**src/rtl/rob_pkg.sv**
```systemverilog
// Shared reorder-buffer types: op encodings, field widths and the per-entry record.
package rob_pkg;

    localparam int unsigned OP_W  = 3;
    localparam int unsigned LSB_W = 4;

    typedef enum logic [OP_W-1:0] {
        OP_ALU    = 3'd0,
        OP_LOAD   = 3'd1,
        OP_STORE  = 3'd2,
        OP_BRANCH = 3'd3,
        OP_JAL    = 3'd4,
        OP_JALR   = 3'd5
    } op_e;

    typedef struct packed {
        op_e              op;
        logic [4:0]       rd;
        logic [LSB_W-1:0] lsbpos;
        logic [31:0]      val;
        logic             redirect;
        logic [31:0]      target;
        logic             ready;
    } rob_entry_t;

    function automatic logic writes_rd(op_e op);
        return op inside {OP_ALU, OP_LOAD, OP_JAL, OP_JALR};
    endfunction

    function automatic logic is_ctrl(op_e op);
        return op inside {OP_BRANCH, OP_JAL, OP_JALR};
    endfunction

endpackage

```
**src/rtl/rob_multi_commit_if.sv**
```systemverilog
// Allocate / writeback / query / commit bundle of the multi-commit reorder buffer.
interface rob_multi_commit_if
    import rob_pkg::*;
#(
    parameter int unsigned DEPTH = 16,
    parameter int unsigned NWB   = 2,
    parameter int unsigned NCMT  = 2
);
    localparam int unsigned TAG_W = $clog2(DEPTH);
    localparam int unsigned CNT_W = TAG_W + 1;

    logic                   alloc_valid;
    logic                   alloc_ready;
    op_e                    alloc_op;
    logic [4:0]             alloc_rd;
    logic [31:0]            alloc_pc;
    logic [LSB_W-1:0]       alloc_lsbpos;
    logic [TAG_W-1:0]       alloc_tag;

    logic [NWB-1:0]         wb_valid;
    logic [NWB*TAG_W-1:0]   wb_tag;
    logic [NWB*32-1:0]      wb_val;
    logic [NWB-1:0]         wb_redirect;
    logic [NWB*32-1:0]      wb_target;

    logic [1:0]             q_valid;
    logic [1:0][TAG_W-1:0]  q_tag;
    logic [1:0]             q_ok;
    logic [1:0][31:0]       q_val;

    logic [NCMT-1:0]        cmt_valid;
    logic [NCMT*5-1:0]      cmt_rd;
    logic [NCMT*TAG_W-1:0]  cmt_tag;
    logic [NCMT*32-1:0]     cmt_val;

    logic                   st_commit;
    logic [LSB_W-1:0]       st_lsbpos;
    logic                   flush;
    logic [31:0]            flush_pc;
    logic [CNT_W-1:0]       count;

    modport master (
        output alloc_valid, alloc_op, alloc_rd, alloc_pc, alloc_lsbpos,
        output wb_valid, wb_tag, wb_val, wb_redirect, wb_target,
        output q_valid, q_tag,
        input  alloc_ready, alloc_tag, q_ok, q_val,
        input  cmt_valid, cmt_rd, cmt_tag, cmt_val,
        input  st_commit, st_lsbpos, flush, flush_pc, count
    );

    modport slave (
        input  alloc_valid, alloc_op, alloc_rd, alloc_pc, alloc_lsbpos,
        input  wb_valid, wb_tag, wb_val, wb_redirect, wb_target,
        input  q_valid, q_tag,
        output alloc_ready, alloc_tag, q_ok, q_val,
        output cmt_valid, cmt_rd, cmt_tag, cmt_val,
        output st_commit, st_lsbpos, flush, flush_pc, count
    );

endinterface

```
**src/rtl/rob_commit_sel.sv**
```systemverilog
// Picks the longest committable run from the head window: stops at a non-ready
// entry, at a second store, or just after a redirecting branch/jump.
module rob_commit_sel
    import rob_pkg::*;
#(
    parameter int unsigned NCMT  = 2,
    parameter int unsigned CNT_W = 5
) (
    input  logic [CNT_W-1:0] count,
    input  logic [NCMT-1:0]  ready,
    input  logic [NCMT-1:0]  redirect,
    input  op_e              op [NCMT],
    output logic [NCMT-1:0]  take_c,
    output logic [CNT_W-1:0] ncommit_c
);

    logic stop;
    logic seen_st;

    always_comb begin
        take_c    = '0;
        ncommit_c = '0;
        stop      = 1'b0;
        seen_st   = 1'b0;
        for (int k = 0; k < int'(NCMT); k++) begin
            if (!stop) begin
                if (CNT_W'(k) >= count || !ready[k] || (op[k] == OP_STORE && seen_st)) begin
                    stop = 1'b1;
                end else begin
                    take_c[k] = 1'b1;
                    ncommit_c = ncommit_c + CNT_W'(1);
                    if (op[k] == OP_STORE) seen_st = 1'b1;
                    if (is_ctrl(op[k]) && redirect[k]) stop = 1'b1;
                end
            end
        end
    end

endmodule

```
**src/rtl/rob_multi_commit.sv**
```systemverilog
// Reorder buffer with multi-entry in-order commit, store/flush pulses and operand query.
// Define ROB_WB_BYPASS_EN to forward same-cycle writeback values to the query port.
module rob_multi_commit
    import rob_pkg::*;
#(
    parameter int unsigned DEPTH = 16,
    parameter int unsigned NWB   = 2,
    parameter int unsigned NCMT  = 2
) (
    input logic               clk,
    input logic               reset,
    input logic               en,
    rob_multi_commit_if.slave bus
);

    localparam int unsigned TAG_W = $clog2(DEPTH);
    localparam int unsigned CNT_W = TAG_W + 1;

    rob_entry_t       rob_q [DEPTH];
    logic [TAG_W-1:0] head_q;
    logic [TAG_W-1:0] tail_q;
    logic [CNT_W-1:0] count_q;
    logic             flush_q;

    logic [TAG_W-1:0] win_idx [NCMT];
    op_e              win_op  [NCMT];
    logic [NCMT-1:0]  win_ready;
    logic [NCMT-1:0]  win_redirect;
    logic [NCMT-1:0]  take_c;
    logic [CNT_W-1:0] ncommit_c;

    logic             alloc_ready_c;
    logic             alloc_fire_c;
    logic [NCMT-1:0]  cmt_valid_c;
    logic             st_c;
    logic [LSB_W-1:0] st_lsb_c;
    logic             flush_c;
    logic [31:0]      flush_pc_c;
    logic [1:0]       q_ok_c;
    logic [1:0][31:0] q_val_c;

    // The allocation pc is kept on the bus for tracing; nothing here consumes it.
    logic unused_alloc_pc;
    assign unused_alloc_pc = ^bus.alloc_pc;

    always_comb begin
        for (int k = 0; k < int'(NCMT); k++) begin
            win_idx[k]      = head_q + TAG_W'(k);
            win_op[k]       = rob_q[win_idx[k]].op;
            win_ready[k]    = rob_q[win_idx[k]].ready;
            win_redirect[k] = rob_q[win_idx[k]].redirect;
        end
    end

    rob_commit_sel #(.NCMT(NCMT), .CNT_W(CNT_W)) u_commit_sel (
        .count     (count_q),
        .ready     (win_ready),
        .redirect  (win_redirect),
        .op        (win_op),
        .take_c    (take_c),
        .ncommit_c (ncommit_c)
    );

    // Decode the selected run into commit, store and redirect pulses.
    always_comb begin
        cmt_valid_c = '0;
        st_c        = 1'b0;
        st_lsb_c    = '0;
        flush_c     = 1'b0;
        flush_pc_c  = '0;
        for (int k = 0; k < int'(NCMT); k++) begin
            if (take_c[k]) begin
                cmt_valid_c[k] = writes_rd(win_op[k]);
                if (win_op[k] == OP_STORE) begin
                    st_c     = 1'b1;
                    st_lsb_c = rob_q[win_idx[k]].lsbpos;
                end
                if (is_ctrl(win_op[k]) && win_redirect[k]) begin
                    flush_c    = 1'b1;
                    flush_pc_c = rob_q[win_idx[k]].target;
                end
            end
        end
    end

    assign alloc_ready_c = (count_q < CNT_W'(DEPTH)) && !flush_q;
    assign alloc_fire_c  = bus.alloc_valid && alloc_ready_c && en && !flush_c;

    assign bus.alloc_ready = alloc_ready_c;
    assign bus.alloc_tag   = tail_q;
    assign bus.count       = count_q;
    assign bus.flush       = flush_q;

    // Operand query; the optional bypass lets the highest matching channel override.
    always_comb begin
        for (int i = 0; i < 2; i++) begin
            q_ok_c[i]  = bus.q_valid[i] && rob_q[bus.q_tag[i]].ready;
            q_val_c[i] = rob_q[bus.q_tag[i]].val;
`ifdef ROB_WB_BYPASS_EN
            for (int j = 0; j < int'(NWB); j++) begin
                if (bus.q_valid[i] && bus.wb_valid[j] && bus.wb_tag[j*TAG_W +: TAG_W] == bus.q_tag[i]) begin
                    q_ok_c[i]  = 1'b1;
                    q_val_c[i] = bus.wb_val[j*32 +: 32];
                end
            end
`endif
        end
    end

    assign bus.q_ok  = q_ok_c;
    assign bus.q_val = q_val_c;

    always_ff @(posedge clk) begin
        if (reset) begin
            head_q        <= '0;
            tail_q        <= '0;
            count_q       <= '0;
            flush_q       <= 1'b0;
            bus.cmt_valid <= '0;
            bus.st_commit <= 1'b0;
            for (int i = 0; i < int'(DEPTH); i++) rob_q[i].ready <= 1'b0;
        end else if (!en) begin
            bus.cmt_valid <= '0;
            bus.st_commit <= 1'b0;
            flush_q       <= 1'b0;
        end else begin
            bus.cmt_valid <= cmt_valid_c;
            bus.st_commit <= st_c;
            flush_q       <= flush_c;
            if (st_c)    bus.st_lsbpos <= st_lsb_c;
            if (flush_c) bus.flush_pc  <= flush_pc_c;
            for (int k = 0; k < int'(NCMT); k++) begin
                bus.cmt_rd[k*5 +: 5]          <= rob_q[win_idx[k]].rd;
                bus.cmt_tag[k*TAG_W +: TAG_W] <= win_idx[k];
                bus.cmt_val[k*32 +: 32]       <= rob_q[win_idx[k]].val;
            end
            if (alloc_fire_c) begin
                rob_q[tail_q] <= '{op: bus.alloc_op, rd: bus.alloc_rd, lsbpos: bus.alloc_lsbpos,
                                   val: 32'd0, redirect: 1'b0, target: 32'd0,
                                   ready: (bus.alloc_op == OP_STORE)};
            end
            // Later channels overwrite earlier ones on a shared tag.
            for (int j = 0; j < int'(NWB); j++) begin
                if (bus.wb_valid[j]) begin
                    rob_q[bus.wb_tag[j*TAG_W +: TAG_W]].val      <= bus.wb_val[j*32 +: 32];
                    rob_q[bus.wb_tag[j*TAG_W +: TAG_W]].redirect <= bus.wb_redirect[j];
                    rob_q[bus.wb_tag[j*TAG_W +: TAG_W]].target   <= bus.wb_target[j*32 +: 32];
                    rob_q[bus.wb_tag[j*TAG_W +: TAG_W]].ready    <= 1'b1;
                end
            end
            if (flush_c) begin
                head_q  <= '0;
                tail_q  <= '0;
                count_q <= '0;
            end else begin
                head_q  <= head_q + TAG_W'(ncommit_c);
                tail_q  <= tail_q + TAG_W'(alloc_fire_c);
                count_q <= count_q + CNT_W'(alloc_fire_c) - ncommit_c;
            end
        end
    end

endmodule

```
**src/flat_wrapper.sv**
```systemverilog
// flat-port wrapper written by rule: the top's interface ports become plain ports
module rob_multi_commit_flat import rob_pkg::*;
#(
    parameter int unsigned DEPTH = 16,
    parameter int unsigned NWB   = 2,
    parameter int unsigned NCMT  = 2
)
  (clk, reset, en, bus_alloc_valid, bus_alloc_op, bus_alloc_rd, bus_alloc_pc, bus_alloc_lsbpos, bus_wb_valid, bus_wb_tag, bus_wb_val, bus_wb_redirect, bus_wb_target, bus_q_valid, bus_q_tag, bus_alloc_ready, bus_alloc_tag, bus_q_ok, bus_q_val, bus_cmt_valid, bus_cmt_rd, bus_cmt_tag, bus_cmt_val, bus_st_commit, bus_st_lsbpos, bus_flush, bus_flush_pc, bus_count);
  rob_multi_commit_if #(.DEPTH(DEPTH), .NWB(NWB), .NCMT(NCMT)) bus_i ();
  input logic clk;
  input logic reset;
  input logic en;
  input wire logic [$bits(bus_i.alloc_valid)-1:0] bus_alloc_valid;
  input wire logic [$bits(bus_i.alloc_op)-1:0] bus_alloc_op;
  input wire logic [$bits(bus_i.alloc_rd)-1:0] bus_alloc_rd;
  input wire logic [$bits(bus_i.alloc_pc)-1:0] bus_alloc_pc;
  input wire logic [$bits(bus_i.alloc_lsbpos)-1:0] bus_alloc_lsbpos;
  input wire logic [$bits(bus_i.wb_valid)-1:0] bus_wb_valid;
  input wire logic [$bits(bus_i.wb_tag)-1:0] bus_wb_tag;
  input wire logic [$bits(bus_i.wb_val)-1:0] bus_wb_val;
  input wire logic [$bits(bus_i.wb_redirect)-1:0] bus_wb_redirect;
  input wire logic [$bits(bus_i.wb_target)-1:0] bus_wb_target;
  input wire logic [$bits(bus_i.q_valid)-1:0] bus_q_valid;
  input wire logic [$bits(bus_i.q_tag)-1:0] bus_q_tag;
  output wire logic [$bits(bus_i.alloc_ready)-1:0] bus_alloc_ready;
  output wire logic [$bits(bus_i.alloc_tag)-1:0] bus_alloc_tag;
  output wire logic [$bits(bus_i.q_ok)-1:0] bus_q_ok;
  output wire logic [$bits(bus_i.q_val)-1:0] bus_q_val;
  output wire logic [$bits(bus_i.cmt_valid)-1:0] bus_cmt_valid;
  output wire logic [$bits(bus_i.cmt_rd)-1:0] bus_cmt_rd;
  output wire logic [$bits(bus_i.cmt_tag)-1:0] bus_cmt_tag;
  output wire logic [$bits(bus_i.cmt_val)-1:0] bus_cmt_val;
  output wire logic [$bits(bus_i.st_commit)-1:0] bus_st_commit;
  output wire logic [$bits(bus_i.st_lsbpos)-1:0] bus_st_lsbpos;
  output wire logic [$bits(bus_i.flush)-1:0] bus_flush;
  output wire logic [$bits(bus_i.flush_pc)-1:0] bus_flush_pc;
  output wire logic [$bits(bus_i.count)-1:0] bus_count;
  assign bus_i.alloc_valid = bus_alloc_valid;
  assign bus_i.alloc_op = bus_alloc_op;
  assign bus_i.alloc_rd = bus_alloc_rd;
  assign bus_i.alloc_pc = bus_alloc_pc;
  assign bus_i.alloc_lsbpos = bus_alloc_lsbpos;
  assign bus_i.wb_valid = bus_wb_valid;
  assign bus_i.wb_tag = bus_wb_tag;
  assign bus_i.wb_val = bus_wb_val;
  assign bus_i.wb_redirect = bus_wb_redirect;
  assign bus_i.wb_target = bus_wb_target;
  assign bus_i.q_valid = bus_q_valid;
  assign bus_i.q_tag = bus_q_tag;
  assign bus_alloc_ready = bus_i.alloc_ready;
  assign bus_alloc_tag = bus_i.alloc_tag;
  assign bus_q_ok = bus_i.q_ok;
  assign bus_q_val = bus_i.q_val;
  assign bus_cmt_valid = bus_i.cmt_valid;
  assign bus_cmt_rd = bus_i.cmt_rd;
  assign bus_cmt_tag = bus_i.cmt_tag;
  assign bus_cmt_val = bus_i.cmt_val;
  assign bus_st_commit = bus_i.st_commit;
  assign bus_st_lsbpos = bus_i.st_lsbpos;
  assign bus_flush = bus_i.flush;
  assign bus_flush_pc = bus_i.flush_pc;
  assign bus_count = bus_i.count;
  rob_multi_commit #(.DEPTH(DEPTH), .NWB(NWB), .NCMT(NCMT)) u_core (.clk(clk), .reset(reset), .en(en), .bus(bus_i));
endmodule
```
**config.mk**
```make
export PLATFORM = sky130hd
export DESIGN_NAME = rob_multi_commit_flat
export DESIGN_NICKNAME = d
export VERILOG_FILES = /design/src/rtl/rob_pkg.sv /design/src/rtl/rob_multi_commit_if.sv /design/src/rtl/rob_commit_sel.sv /design/src/rtl/rob_multi_commit.sv /design/src/flat_wrapper.sv
export SDC_FILE = /design/constraint.sdc
export NUM_CORES = 2
export LEC_CHECK = 0
export ABC_AREA = 1
export ABC_CLOCK_PERIOD_IN_PS = 6000
export BUFFER_PORTS_ARGS = -buffer_cell sky130_fd_sc_hd__buf_2
export CAP_MARGIN = 25
export CELL_PAD_IN_SITES_DETAIL_PLACEMENT = 1
export CELL_PAD_IN_SITES_GLOBAL_PLACEMENT = 1
export CORE_MARGIN = 4
export CORE_UTILIZATION = 43
export CTS_CLUSTER_DIAMETER = 30
export DETAILED_ROUTE_END_ITERATION = 12
export PLACE_DENSITY_LB_ADDON = 0.12
export SYNTH_ARGS = -nofsm -noshare
export SYNTH_HDL_FRONTEND = slang
export SYNTH_SLANG_ARGS = --single-unit
```
**constraint.sdc**
```tcl
create_clock -name clk -period 6 [get_ports clk]
set_input_delay 1.2 -clock clk [delete_from_list [all_inputs] [get_ports clk]]
set_output_delay 1.2 -clock clk [all_outputs]
set_load 0.01 [all_outputs]
```
==> results.toml <==
[run_status]
status = "completed"

[critical_path]
cpPeakStageDelay_ns = 0.66
crit_family = "simple AND/OR/NAND/NOR gates"
crit_slowest_cell = "dfxtp_4"
worstReg2RegStart = "u_core.head_q[0]"
cp-startpoint = "u_core.head_q[0]"
cp-start-kind = "flip-flop"
end_kind = "flip-flop"
cp.arrival_ns = 6.19
cp_num_buf_inv = 5
cp_max_fo = 78
reg2reg_depth = 26
critPathKind = "flip-flop to flip-flop"
critical_path_depth = 26
required_ns = 6.78

[global_routing]
grt_max_degree = 160
antenna_found_initial = 27
grt_pass1_wl_um = 637400
grtUsageTotal_pct = 42.57
grt_overflow = 0
grt_pass1_vias = 92400

[synthesis]
synthFlopType = "edfxtp_1"
yosys.area_share.simple_pct = 11.04
async_reset_ff_share_pct = 0
synthesis.nets = 10280
synth_top_family_by_area = "compound AO/OA/AOI/OAI gates"
ys_types = 45
ys_seq_area_share_pct = 49.22
synthAdderAreaFrac_pct = 0.2715
synth-xor-area-share_pct = 0.07011
yosys-mux-area-fraction_pct = 0
yosysTopAreaCell = "edfxtp_1"
synth_enable_flop_cells = 1350
synthTopCellsByArea = "edfxtp_1 48%, o21ai_0 13%, a21oi_1 7.1%"
ys_ff_latch = 1387
avgSynthCellArea_sq_um = 8.332
synth_top_area_share_pct = 48.33
yosysWarnings = 0
synth_compound_area_share_pct = 30.63
syn_inst = 10070
synth_area_sq_um = 83870

[detailed_routing]
drt_pass1_iterations = 6
via_count = 92080
route.detailed.wl_per_inst_um = 35.27
postRouteAntennaNets = 0
drt-initial-drc-count = 14290
via_per_inst = 7.215
drc = 0
postRouteWirelength_um = 450100

[floorplan]
dieArea_sq_um = 202200
placementRows = 161
initial_core_util_pct = 43.42
chipHeight_um = 449.7
io-pin-count = 396
die_w_um = 449.7
core-area_sq_um = 193200

[placed_design]
dp_hpwl_um = 244000
port_buffers = 363
place_congestion = 0.8994
place_inst = 12060

[clock_network]
hold_buffers = 0
postCtsResizedCells = 0
cts_setup_buffers = 0
clk_latency_ns = 0.98
numClockSinks = 1387
cts_tree = "done"
clk_pin_slew_ns = 0.04
cts.root.buffer_cell = "clkbuf_16"
htree_levels = 5
clock_path_buffers = 4
cts_buffers = 380

[hold_path]
worstHoldPathType = "flip-flop to flip-flop"
holdCritStartpoint = "u_core.bus.count[1]"
hold_depth = 2

[sta]
report.final.hold_viol_count = 0
tns_ns = 0
finalCriticalPeriod_ns = 5.404
finalClockSkew_ns = 0.07323
worst_slew_pin_slew_ns = 1.229
holdWs_ns = 0.5510
rsz0062_at_grt = "false"
period_share_pct = 90.06
setup_viol = 0
max_slew_margin_pct = 18.09
fmax_mhz = 185.1
drv_slew = 0

[layout]
fillerInstances = 22040
seq_area_sq_um = 41300
final_util_pct = 51.72
drive_gt1_share_pct = 12.18
fin_nets = 10140
instances_no_fill = 12760
synthToLayoutAreaGrowth_pct = 19.13
multiInputGateArea_sq_um = 35600

[pwr]
power_leakage_uw = 0.03701
vdd_drop_max_v = 0.0002978
powerDensity_nw_per_um2 = 330.0

[flow_run]
maxCapViolCount = 0
## placed cells by master (no fill, tap or decap), types with 7 or more instances in the layout
cell type,instances
diode_2,19
a32o_1,13
clkbuf_1,46
nand3_1,871
a21oi_1,1190
inv_4,10
a211oi_1,65
clkbuf_16,389
nand2_1,560
o221ai_1,181
clkinv_2,65
buf_2,357
nand4_1,34
o22ai_1,901
buf_12,44
o311ai_0,32
dfxtp_1,32
edfxtp_1,1350
clkinvlp_4,31
clkinv_1,80
nand2_4,30
bufinv_16,59
nor2_1,580
nor2_4,7
o211ai_1,90
nand4_2,9
inv_1,751
ha_1,14
o21ai_0,2158
buf_4,191
## report_power, final
part / switching (uW) / leakage, uW / total [uW] / internal, uW
clock: 6290 / 0.00612 / 20400 / 14100
sequential: 61.4 / 0.0130 / 10700 / 10700
combinational: 1380 / 0.0179 / 1800 / 419
## worst register-to-register path: stages, from the launching register on
cell and delay (ns):
dfxtp_4 0.66, ha_4 0.42, inv_8 0.55, nand3_1 0.20, nand3_1 0.13, nand3_1 0.13
nand2_1 0.15, nand2_1 0.10, nor2_2 0.16, nand3_2 0.12, nand2_1 0.17, inv_1 0.09
ha_1 0.28, nor2_1 0.04, nor2_1 0.23, ha_1 0.29, inv_1 0.06, ha_1 0.17
inv_1 0.08, fa_1 0.41, inv_1 0.07, nand2_1 0.06, a21oi_1 0.15, nor2_1 0.08
or2_2 0.27, nand4_1 0.09, o21ai_0 0.08
## registers in the layout (all words and copies together) (netlist names), 2 cells and up, named ones only
signal,flops
u_core.bus.cmt_val,64
u_core.bus.st_lsbpos,4
u_core.bus.count,5
u_core.bus.cmt_rd,10
u_core.rob_q,1248
u_core.bus.alloc_tag,4
u_core.bus.cmt_tag,8
u_core.bus.cmt_valid,2
u_core.head_q,4
u_core.bus.flush_pc,32
## synth_stat cells (all sizes together) (6+ instances only)
master	number
a211oi	65
a21oi	1192
a32o	13
buf	285
clkbuf	838
dfxtp	37
edfxtp	1350
ha	15
inv	772
nand2	594
nand3	876
nand4	43
nor2	588
nor3	6
o211ai	90
o21ai	2159
o221ai	181
o22ai	901
o311ai	33
## through the flow
stage	setup slack (ns)	area, sq um	total power (uW)
after global placement	0.8600	87200	12570
after floorplan	1.015	83880	11810
final	0.5963	99920	32970
after CTS	0.7576	99870	32880
after global routing	0.3250	99890	33610
after detailed placement	0.8207	87200	12610
## cell type report
type                       count  area share, %
antenna                       19        0.04758
clock buffer                 435          9.915
tap                         2526          3.163
multi-input combinational   6780          35.63
timing repair buffer         596          4.151
clock inverter               243          2.762
inverter                     776          3.002
sequential                  1387          41.33
## per-layer routing
| layer | global-route usage [%] | vias to the layer above | routed length, um |
|---|---|---|---|
| li1 | - | 37070 | - |
| met1 | 52.61 | 45300 | 159000 |
| met2 | 65.22 | 7473 | 196800 |
| met3 | 10.36 | 2221 | 56820 |
| met4 | 30.57 | 14 | 37340 |
| met5 | 0.09470 | - | 100 |
## logic make-up (layout without fill, tap and decap cells)
logic type                 count (synthesis)  in the layout
DFF                                     1387           1387
xor gates and xnor gates                   5              5
and+or+nand+nor                         2112           2112
buffers and inverters                   1899           2050
AOI/OAI and AO/OA                       4646           4646
other                                      0             19
adders and majority gates                 17             17
## worst paths after layout
kind / to / slack [ns]
max reg2reg: u_core.bus.count[4] / 0.60
min: u_core.bus.count[1] / 0.55
min reg2reg: u_core.bus.count[1] / 0.55
max: u_core.bus.count[4] / 0.60
No activity file was read; power rests on OpenSTA's default activity.
